### src/rtl/add_pipe_arbiter.sv
// Round-robin arbitrated 2-stage adder (fixed priority when ADD_PIPE_ARB_FIXED_PRIO_EN is defined) feeding an in-order result FIFO.
// Latency: accept in cycle T -> resp_valid earliest in T+3 (stage 0, stage 1, FIFO; no bypass).
// Backpressure: req_ready gated by a credit count over stage 0 + stage 1 + FIFO; resp holds until resp_ready.
module add_pipe_arbiter #(
    parameter int NUM_REQ    = 4,
    parameter int WIDTH      = 32,
    parameter int FIFO_DEPTH = 4
) (
    input  logic                       clk,
    input  logic                       rst,
    input  logic [NUM_REQ-1:0]         req_valid,
    output logic [NUM_REQ-1:0]         req_ready,
    input  logic [NUM_REQ*WIDTH-1:0]   req_x,
    input  logic [NUM_REQ*WIDTH-1:0]   req_y,
    output logic                       resp_valid,
    input  logic                       resp_ready,
    output logic [$clog2(NUM_REQ)-1:0] resp_id,
    output logic [WIDTH-1:0]           resp_sum,
    output logic                       busy
);

    localparam int ID_W  = $clog2(NUM_REQ);
    localparam int PTR_W = $clog2(FIFO_DEPTH);
    localparam int CNT_W = $clog2(FIFO_DEPTH + 1);

    // Reset shadow: keeps req_ready low on the first cycle after reset.
    logic             rst_q;

    // Pipeline stages
    logic             s0_vld;
    logic [WIDTH-1:0] s0_x;
    logic [WIDTH-1:0] s0_y;
    logic [ID_W-1:0]  s0_id;
    logic             s1_vld;
    logic [WIDTH-1:0] s1_sum;
    logic [ID_W-1:0]  s1_id;

    // Result FIFO
    logic [WIDTH-1:0] fifo_sum [FIFO_DEPTH];
    logic [ID_W-1:0]  fifo_id  [FIFO_DEPTH];
    logic [PTR_W-1:0] wr_ptr;
    logic [PTR_W-1:0] rd_ptr;
    logic [CNT_W-1:0] fifo_cnt;

    logic [ID_W-1:0]  last_grant;

    // Arbitration / handshake
    logic             gnt_found;
    logic [ID_W-1:0]  gnt_idx;
    logic [ID_W-1:0]  cand;
    logic [CNT_W:0]   occ;
    logic             credit;
    logic             accept;
    logic [WIDTH-1:0] sel_x;
    logic [WIDTH-1:0] sel_y;
    logic             push;
    logic             pop;

    function automatic logic [PTR_W-1:0] ptr_inc(input logic [PTR_W-1:0] p);
        return (p == PTR_W'(FIFO_DEPTH - 1)) ? '0 : p + 1'b1;
    endfunction

    // Pick the winning requester: first valid one in search order.
    always_comb begin
        gnt_found = 1'b0;
        gnt_idx   = '0;
        cand      = '0;
        for (int k = 0; k < NUM_REQ; k++) begin
`ifdef ADD_PIPE_ARB_FIXED_PRIO_EN
            cand = ID_W'(k);
`else
            cand = ID_W'((int'(last_grant) + 1 + k) % NUM_REQ);
`endif
            if (!gnt_found && req_valid[cand]) begin
                gnt_found = 1'b1;
                gnt_idx   = cand;
            end
        end
    end

    // Credit check against registered occupancy; a pop this cycle does not free a slot yet.
    always_comb begin
        occ    = {{CNT_W{1'b0}}, s0_vld} + {{CNT_W{1'b0}}, s1_vld} + {1'b0, fifo_cnt};
        credit = (occ < (CNT_W + 1)'(FIFO_DEPTH));
        accept = gnt_found && credit && !rst && !rst_q;
        req_ready = '0;
        if (accept) begin
            req_ready[gnt_idx] = 1'b1;
        end
    end

    // Operand mux for the granted requester.
    always_comb begin
        sel_x = '0;
        sel_y = '0;
        for (int k = 0; k < NUM_REQ; k++) begin
            if (gnt_idx == ID_W'(k)) begin
                sel_x = req_x[k*WIDTH +: WIDTH];
                sel_y = req_y[k*WIDTH +: WIDTH];
            end
        end
    end

    // Response side: FIFO head, zeroed when nothing is presented.
    always_comb begin
        resp_valid = (fifo_cnt != '0) && !rst;
        resp_id    = resp_valid ? fifo_id[rd_ptr]  : '0;
        resp_sum   = resp_valid ? fifo_sum[rd_ptr] : '0;
        busy       = (s0_vld || s1_vld || (fifo_cnt != '0)) && !rst;
        push       = s1_vld;
        pop        = resp_valid && resp_ready;
    end

    // Control state: valids, pointers, count, arbitration history.
    always_ff @(posedge clk) begin
        if (rst) begin
            rst_q      <= 1'b1;
            s0_vld     <= 1'b0;
            s1_vld     <= 1'b0;
            wr_ptr     <= '0;
            rd_ptr     <= '0;
            fifo_cnt   <= '0;
            last_grant <= ID_W'(NUM_REQ - 1);
        end else begin
            rst_q  <= 1'b0;
            s0_vld <= accept;
            s1_vld <= s0_vld;
            if (accept) begin
                last_grant <= gnt_idx;
            end
            if (push) begin
                wr_ptr <= ptr_inc(wr_ptr);
            end
            if (pop) begin
                rd_ptr <= ptr_inc(rd_ptr);
            end
            case ({push, pop})
                2'b10:   fifo_cnt <= fifo_cnt + 1'b1;
                2'b01:   fifo_cnt <= fifo_cnt - 1'b1;
                default: fifo_cnt <= fifo_cnt;
            endcase
        end
    end

    // Datapath registers and FIFO storage; qualified by the valids, so no reset needed.
    always_ff @(posedge clk) begin
        if (accept) begin
            s0_x  <= sel_x;
            s0_y  <= sel_y;
            s0_id <= gnt_idx;
        end
        s1_sum <= s0_x + s0_y;
        s1_id  <= s0_id;
        if (push) begin
            fifo_sum[wr_ptr] <= s1_sum;
            fifo_id[wr_ptr]  <= s1_id;
        end
    end

endmodule

### config.mk
export PLATFORM = sky130hd
export DESIGN_NAME = add_pipe_arbiter
export DESIGN_NICKNAME = d
export VERILOG_FILES = /design/src/rtl/add_pipe_arbiter.sv
export SDC_FILE = /design/constraint.sdc
export NUM_CORES = 1
export LEC_CHECK = 0
export CORE_ASPECT_RATIO = 0.6
export CORE_UTILIZATION = 54
export CTS_CLUSTER_DIAMETER = 100
export CTS_CLUSTER_SIZE = 8
export DETAILED_ROUTE_END_ITERATION = 12
export GPL_TIMING_DRIVEN = 0
export HOLD_SLACK_MARGIN = 0.05
export PLACE_DENSITY = 0.87
export SYNTH_ARGS = -nofsm -noshare
export SYNTH_HDL_FRONTEND = slang
export SYNTH_SLANG_ARGS = --single-unit
### constraint.sdc
create_clock -name clk -period 5.06 [get_ports clk]
set_input_delay 1.012 -clock clk [delete_from_list [all_inputs] [get_ports clk]]
set_output_delay 1.012 -clock clk [all_outputs]
set_load 0.1 [all_outputs]
==> qor_table.md, run 1 <==
| Quantity | This run | Unit |
|:---|:---|:---|
| Static Leak | 6.23 | nW |
| Instance count after placement with tap cells included | 1,642 | - |
| Final core utilization | 0.773 | - |
| Number of placement rows | 41 | - |
| Area used by multi-input combinational logic | 0.00475 | mm2 |
| Number of flip-flops and latches in the synthesized netlist | 250 | - |
| Placeable core region | 0.0214 | mm2 |
| Mean post-synth cell area | 11.4 | um2 |
| Pwr/cell area | 373 | mW/mm2 |
| CP max FO | 10 | - |
| Worst setup SP type | primary input | - |
| Via count of the first global-routing pass | 10,200 | - |
| Area of the die | 0.0230 | mm2 |
| Number of antenna violations at the first check in global routing | 0 | - |
| Total iterations of the first detailed-routing run | 6 | - |
| Series of cell instances along the critical path | clkdlybuf4s50_1, nor2_2, clkbuf_1, and2_1, clkdlybuf4s50_1 | - |
| Via/cell ratio | 5.93 | - |
| Status | finished clean | - |
| Count of unresolved DRC violations after routing | 0 | - |
| Ratio of cells with drive above 1 in the final layout | 0.0748 | - |
| Synth cell types | 59 | - |
| CTS hold repair buffers | 0 | - |
| Final setup violation count | 0 | - |
| Pin count of the biggest net entering global routing | 38 | - |
| Worst setup slack before clock tree synthesis | -0.0968 | ns |
| Post-layout worst setup margin | 0.102 | ns |
| Clock transition at the registers of the reported paths | 0.05 | ns |
| Yosys warning total | 0 | - |
| Cell area after layout | 0.0166 | mm2 |
| Portion of the post-synthesis area used by sequential elements | 0.582 | - |
| Worst rel slew slack | 0.270 | - |
| Final hold violation count | 0 | - |
| Most used cell along the critical path | sky130_fd_sc_hd__clkdlybuf4s50_1 | - |
| Sink Count | 250 | - |
| Share of the cycle needed by the critical path after routing | 0.980 | - |
| Total count of max-transition violations in the final report | 0 | - |
| DIE WIDTH | 195 | um |
| Area after detailed placement | 0.0155 | mm2 |
| Arrival time at the worst endpoint | 3.95 | ns |
| Port Buf Inserts | 302 | - |
| Hold crit path type | flip-flop to flip-flop | - |
| Diode count | 0 | - |
| Antenna Violating Nets Remaining | 0 | - |
| Setup slack on the worst flop-to-flop path | 1.78 | ns |
| Buffer depth of the longest clock path | 3 | - |
| Worst path max stage delay | 1.19 | ns |
| Number of DRC markers in iteration 0 | 1,099 | - |
| Htree depth | 2 | - |
| Fraction of registers with async set/reset | 0 | - |
| Data required time of the worst path | 4.05 | ns |
| Height of the die | 118 | um |
| Via count | 10,100 | - |
| Leading register cell type out of synthesis | sky130_fd_sc_hd__edfxtp_1 | - |
| Sequential standard cell area | 0.00703 | mm2 |
| Post-synthesis instance area | 0.0121 | mm2 |
| Unrepaired setup endpoints after global routing | false | - |
| GRT Resource Usage Total | 0.335 | - |
| Clock root buffer master | sky130_fd_sc_hd__clkbuf_16 | - |
| Commonest non-fill, non-tap cell in the layout | sky130_fd_sc_hd__clkdlybuf4s50_1 | - |
| First-pass GRT wire length | 57,700 | um |
| Starting density of the core | 0.563 | - |
| TritonCTS Buffers | 37 | - |
| Crit-path slowest cell | sky130_fd_sc_hd__clkdlybuf4s50_1 | - |
| Number of maximum-capacitance violations | 0 | - |
| Total wire length | 38,600 | um |
| Final net count | 1,705 | - |
| Number of cells in the finished layout apart from fillers | 1,709 | - |
| Kind of critical path | primary input to primary output | - |
| Post-detailed-placement half-perimeter wirelength | 28,100 | um |
| Per-cell routed wire length | 22.6 | um |
| CTS tree | done | - |
| Area Growth Syn to Fin | 37.4 | % |
| Clock network latency to the later pin of the worst-skew pair | 0.51 | ns |
| Number of instances in the synthesized netlist | 1,058 | - |
| I/O pin cnt | 303 | - |
| Total nets after synthesis | 1,361 | - |
| Post-CTS Setup Bufs | 0 | - |
| Final-layout fill cell count | 1,333 | - |
| Slew @ Worst Pin | 1.10 | ns |
| Maximum clock frequency | 0.202 | GHz |
| Largest vdd supply drop | 0.177 | mV |
| Remaining Overflow, GRT | 0 | - |
| Commonest non-fill, non-tap cells in the layout | 298 x sky130_fd_sc_hd__clkdlybuf4s50_1, 281 x sky130_fd_sc_hd__nand2_1, 202 x sky130_fd_sc_hd__edfxtp_1, 66 x sky130_fd_sc_hd__a31oi_1, 66 x sky130_fd_sc_hd__clkbuf_1 | - |
| Setup skew after layout | 0.0237 | ns |
| CP endpoint kind | primary output | - |
| GP Congestion | 0.923 | - |
| Count of flip-flops with a built-in enable after synthesis | 202 | - |
| Tmin final | 4.96 | ns |
| Worst hold margin | 0.354 | ns |
==> registers in the layout, indices dropped and copies added (netlist names), named ones only <==
register and count:
fifo_id 8, s1_sum 32, s0_x 32, s0_vld 1, rd_ptr 2, s0_y 32
wr_ptr 2, push 1, fifo_sum 128, last_grant 2, s0_id 2, fifo_cnt 3
rst_q 1, s1_id 2
==> area by class of cell <==
cell class / instances / area share
sequential: 250 / 0.424
multi-input combinational: 733 / 0.287
inverter: 19 / 0.00430
timing repair buffer: 305 / 0.186
clock buffer: 63 / 0.0617
buffer: 56 / 0.0137
clock inverter: 4 / 0.00302
tap: 279 / 0.0210
==> worst paths after layout <==
| check | from | endpoint | cells after the start |
|---|---|---|---|
| max | rst | resp_sum[5] | 5 |
| max reg2reg | s0_x[0] | s1_sum[20] | 9 |
| min reg2reg | s0_id[1] | s1_id[1] | 0 |
| min | s0_id[1] | s1_id[1] | 0 |
==> layer usage <==
layer / GRT usage / wire [um] / share of wire / vias up
met3: 0.0888 / 3910 / 0.10 / 100
met2: 0.537 / 17800 / 0.46 / 612
li1: - / - / - / 4578
met1: 0.441 / 15400 / 0.40 / 4839
met4: 0.125 / 1440 / 0.037 / 0
met5: 0 / 0 / 0 / -
==> cell families after synthesis <==
kind of cell / share of synthesized area
AO/OA/AOI/OAI: 0.0991
XOR/XNOR: 0.0203
adder cells (fa/ha/maj): 0.0427
buffers and inverters: 0.0248
flip-flops: 0.582
multiplexers: 0.0643
AND/OR/NAND/NOR: 0.167
==> critical path, delay by kind of cell <==
kind	cells	cell delay [ns]
buffers and inverters	3	2.15
and+or+nand+nor	2	0.76
==> synth_stat cells (2+ instances only) <==
library cell | number | share of area
sky130_fd_sc_hd__a211oi_1 | 9 | 0.0056
sky130_fd_sc_hd__a21o_1 | 18 | 0.011
sky130_fd_sc_hd__a21oi_1 | 33 | 0.014
sky130_fd_sc_hd__a31o_2 | 2 | 0.0015
sky130_fd_sc_hd__a31oi_1 | 66 | 0.034
sky130_fd_sc_hd__a41oi_1 | 2 | 0.0015
sky130_fd_sc_hd__and2_1 | 41 | 0.021
sky130_fd_sc_hd__and3_1 | 65 | 0.034
sky130_fd_sc_hd__buf_1 | 4 | 0.0012
sky130_fd_sc_hd__buf_2 | 11 | 0.0046
sky130_fd_sc_hd__clkbuf_1 | 40 | 0.012
sky130_fd_sc_hd__dfxtp_1 | 48 | 0.080
sky130_fd_sc_hd__edfxtp_1 | 202 | 0.50
sky130_fd_sc_hd__fa_1 | 2 | 0.0033
sky130_fd_sc_hd__ha_1 | 38 | 0.039
sky130_fd_sc_hd__inv_1 | 18 | 0.0056
sky130_fd_sc_hd__mux4_2 | 34 | 0.063
sky130_fd_sc_hd__nand2_1 | 281 | 0.087
sky130_fd_sc_hd__nand3_1 | 3 | 0.0012
sky130_fd_sc_hd__nand3b_1 | 2 | 0.0012
sky130_fd_sc_hd__nand4_1 | 2 | 0.0010
sky130_fd_sc_hd__nor2_1 | 27 | 0.0084
sky130_fd_sc_hd__nor2b_1 | 3 | 0.0016
sky130_fd_sc_hd__nor3_1 | 15 | 0.0062
sky130_fd_sc_hd__o211ai_1 | 4 | 0.0025
sky130_fd_sc_hd__o21a_1 | 3 | 0.0019
sky130_fd_sc_hd__o21ai_0 | 22 | 0.0091
sky130_fd_sc_hd__o21ai_1 | 3 | 0.0012
sky130_fd_sc_hd__o21bai_1 | 2 | 0.0012
sky130_fd_sc_hd__o31ai_1 | 2 | 0.0012
sky130_fd_sc_hd__or3_1 | 2 | 0.0010
sky130_fd_sc_hd__xnor2_1 | 16 | 0.012
sky130_fd_sc_hd__xor2_1 | 12 | 0.0087
==> per-stage QoR <==
step / power [mW] / TNS (ns)
final: 6.19 / 0
after global routing: 6.40 / 0
after CTS: 6.17 / 0
after detailed placement: 3.93 / -0.758
after global placement: 3.88 / -0.00941
after floorplan: 3.37 / 0
==> power by group <==
part / internal [mW] / switching [mW]
Combinational: 0.544 / 0.780
Clock: 1.38 / 0.878
Sequential: 2.50 / 0.116
==> timing repair <==
item | 4_1_cts | 5_1_grt
endpoints found under the hold margin | 0 | 0
gates resized for setup | 4 | 1
setup endpoints to repair | 22 | 1
No activity file was read; power rests on OpenSTA's default activity.
==> run 2, diff against run 1 <==
Settings changed: CORE_MARGIN set to 2.
==> qor_table.md, run 2 (synthesis results as in run 1) <==
| Quantity | This run | Unit | Change |
|:---|:---|:---|:---|
| Clock network latency to the later pin of the worst-skew pair | 0.51 | ns | about the same |
| GRT Resource Usage Total | 0.330 | - | was 0.335 |
| Series of cell instances along the critical path | clkdlybuf4s50_1, nand2b_1, o21ai_0, o21ai_1, o31a_1, buf_2, inv_2, buf_2, clkbuf_1, nor3_1, clkdlybuf4s15_1 | - | was clkdlybuf4s50_1, nor2_2, clkbuf_1, and2_1, clkdlybuf4s50_1 |
| Via count | 10,200 | - | was 10,100 |
| Height of the die | 120 | um | was 118 um |
| Data required time of the worst path | 4.05 | ns | about the same |
| Port Buf Inserts | 302 | - | unchanged |
| Buffer depth of the longest clock path | 3 | - | unchanged |
| Antenna Violating Nets Remaining | 0 | - | unchanged |
| Total iterations of the first detailed-routing run | 6 | - | unchanged |
| Largest delay contributor family on the critical path | buffers and inverters | - | unchanged |
| Diode count | 0 | - | unchanged |
| Arrival time at the worst endpoint | 3.99 | ns | was 3.95 ns |
| Tmin final | 5.00 | ns | was 4.96 ns |
| Combinational share of power | 0.211 | - | was 0.214 |
| First-pass GRT wire length | 58,100 | um | was 57,700 um |
| Area after detailed placement | 0.0155 | mm2 | about the same |
| Number of flip-flops in the largest register | 128 | - | unchanged |
| CTS tree | done | - | unchanged |
| Setup skew after layout | 0.0215 | ns | was 0.0237 ns |
| Static Leak | 6.23 | nW | about the same |
| Worst setup SP type | primary input | - | unchanged |
| Final hold violation count | 0 | - | unchanged |
| Area Growth Syn to Fin | 37.8 | % | was 37.4% |
| Internal power contribution | 4.47 | mW | was 4.42 mW |
| Cell area after layout | 0.0166 | mm2 | about the same |
| Via count of the first global-routing pass | 10,400 | - | was 10,200 |
| Status | finished clean | - | unchanged |
| Hold crit path type | flip-flop to flip-flop | - | unchanged |
| I/O pin cnt | 303 | - | unchanged |
| Maximum clock frequency | 0.200 | GHz | was 0.202 GHz |
| Most used cell along the critical path | sky130_fd_sc_hd__buf_2 | - | was sky130_fd_sc_hd__clkdlybuf4s50_1 |
| Clk network pwr share | 0.370 | - | was 0.364 |
| Remaining Overflow, GRT | 0 | - | unchanged |
| Area of the die | 0.0236 | mm2 | was 0.0230 mm2 |
| Crit-path slowest cell | sky130_fd_sc_hd__clkdlybuf4s15_1 | - | was sky130_fd_sc_hd__clkdlybuf4s50_1 |
| Post-detailed-placement half-perimeter wirelength | 27,700 | um | was 28,100 um |
| Unrepaired setup endpoints after global routing | true | - | was false |
| Kind of critical path | primary input to primary output | - | unchanged |
| Pin count of the biggest net entering global routing | 44 | - | was 38 |
| Sink Count | 250 | - | unchanged |
| Post-CTS Setup Bufs | 0 | - | unchanged |
| Number of DRC markers in iteration 0 | 1,247 | - | was 1,099 |
| Share of the cycle needed by the critical path after routing | 0.988 | - | was 0.980 |
| Htree depth | 2 | - | unchanged |
| Final net count | 1,706 | - | was 1,705 |
| Commonest non-fill, non-tap cell in the layout | sky130_fd_sc_hd__clkdlybuf4s50_1 | - | unchanged |
| Ratio of cells with drive above 1 in the final layout | 0.0768 | - | was 0.0748 |
| Slew @ Worst Pin | 1.04 | ns | was 1.10 ns |
| CP max FO | 10 | - | unchanged |
| CP endpoint kind | primary output | - | unchanged |
| Worst rel slew slack | 0.306 | - | was 0.270 |
| Pwr/cell area | 375 | mW/mm2 | was 373 mW/mm2 |
| Buffers and inverters on the worst path | 6 | - | was 3 |
| Final Power | 6.24 | mW | was 6.19 mW |
| Count of unresolved DRC violations after routing | 0 | - | unchanged |
| Commonest non-fill, non-tap cells in the layout | 298 x sky130_fd_sc_hd__clkdlybuf4s50_1, 281 x sky130_fd_sc_hd__nand2_1, 202 x sky130_fd_sc_hd__edfxtp_1, 67 x sky130_fd_sc_hd__clkbuf_1, 66 x sky130_fd_sc_hd__a31oi_1 | - | was 298 x sky130_fd_sc_hd__clkdlybuf4s50_1, 281 x sky130_fd_sc_hd__nand2_1, 202 x sky130_fd_sc_hd__edfxtp_1, 66 x sky130_fd_sc_hd__a31oi_1, 66 x sky130_fd_sc_hd__clkbuf_1 |
| Number of antenna violations at the first check in global routing | 0 | - | unchanged |
| Total count of max-transition violations in the final report | 0 | - | unchanged |
| Per-cell routed wire length | 22.6 | um | about the same |
| Clock root buffer master | sky130_fd_sc_hd__clkbuf_16 | - | unchanged |
| TritonCTS Buffers | 37 | - | unchanged |
| Via/cell ratio | 5.95 | - | was 5.93 |
| Switching Share | 0.284 | - | was 0.287 |
| Placeable core region | 0.0220 | mm2 | was 0.0214 mm2 |
| Clock transition at the registers of the reported paths | 0.05 | ns | about the same |
| Number of maximum-capacitance violations | 0 | - | unchanged |
| Number of placement rows | 42 | - | was 41 |
| Top register by number of flip-flops | fifo_sum | - | unchanged |
| Worst path max stage delay | 0.87 | ns | was 1.19 ns |
| GP Congestion | 0.945 | - | was 0.923 |
| Final setup violation count | 0 | - | unchanged |
| Sequential power share | 0.419 | - | was 0.422 |
| Largest vdd supply drop | 0.248 | mV | was 0.177 mV |
| Total wire length | 38,700 | um | was 38,600 um |
| Starting density of the core | 0.550 | - | was 0.563 |
| DIE WIDTH | 197 | um | was 195 um |
| Switching power of the nets | 1.77 | mW | about the same |
-- run 2: final timing paths --
kind	endpoint	cells after the start	slack, ns	startpoint
hold reg to reg	s1_id[0]	0	0.35	s0_id[0]
hold / removal	s1_id[0]	0	0.35	s0_id[0]
setup reg to reg	s1_sum[24]	9	1.89	s0_x[0]
setup / recovery	req_ready[2]	11	0.06	req_valid[1]
-- run 2: per-stage QoR --
step,TNS [ns],util,worst slack [ns],hold slack (ns),cells
2_1_floorplan,0,-,0.0969,0.323,1058
3_3_place_gp,-0.113,0.704,-0.0969,0.325,1646
3_5_place_dp,-0.828,0.708,-0.155,0.335,1650
4_1_cts,0,0.757,0.0825,0.353,1718
5_1_grt,-0.0979,0.757,-0.0979,0.368,1718
6_report,0,0.757,0.0598,0.354,1718
-- run 2: area by class of cell --
cell class                      instances  area (um2)
Inverter                               19        71.3
Multi-Input combinational cell        733        4750
Clock buffer                           66        1080
Timing Repair Buffer                  306        3100
Tap cell                              286         358
Buffer                                 56         228
Sequential cell                       250        7030
Clock inverter                          2        17.5
Fill cell                            1391        5330
-- run 2: per-layer routing --
layer  GRT usage  vias to the layer above  part of all wire
met3      0.0722                       95              0.10
met4       0.115                        0             0.030
met2       0.537                      636              0.47
met1       0.444                     4922              0.40
li1            -                     4576                 -
met5           0                        -                 0
-- run 2: power groups by stage --
| stage | clock network [mW] | logic (mW) | registers, mW |
|---|---|---|---|
| 2_1_floorplan | 0 | 0.770 | 2.60 |
| 3_3_place_gp | 0 | 1.25 | 2.63 |
| 3_5_place_dp | 0 | 1.28 | 2.64 |
| 4_1_cts | 2.31 | 1.30 | 2.61 |
| 5_1_grt | 2.42 | 1.41 | 2.63 |
| 6_report | 2.31 | 1.32 | 2.61 |
-- run 2: what timing repair did --
| action | CTS | global route |
|---|---|---|
| gates resized for setup | 5 | 7 |
| hold buffers | 0 | 0 |
| setup endpoints to repair | 19 | 3 |
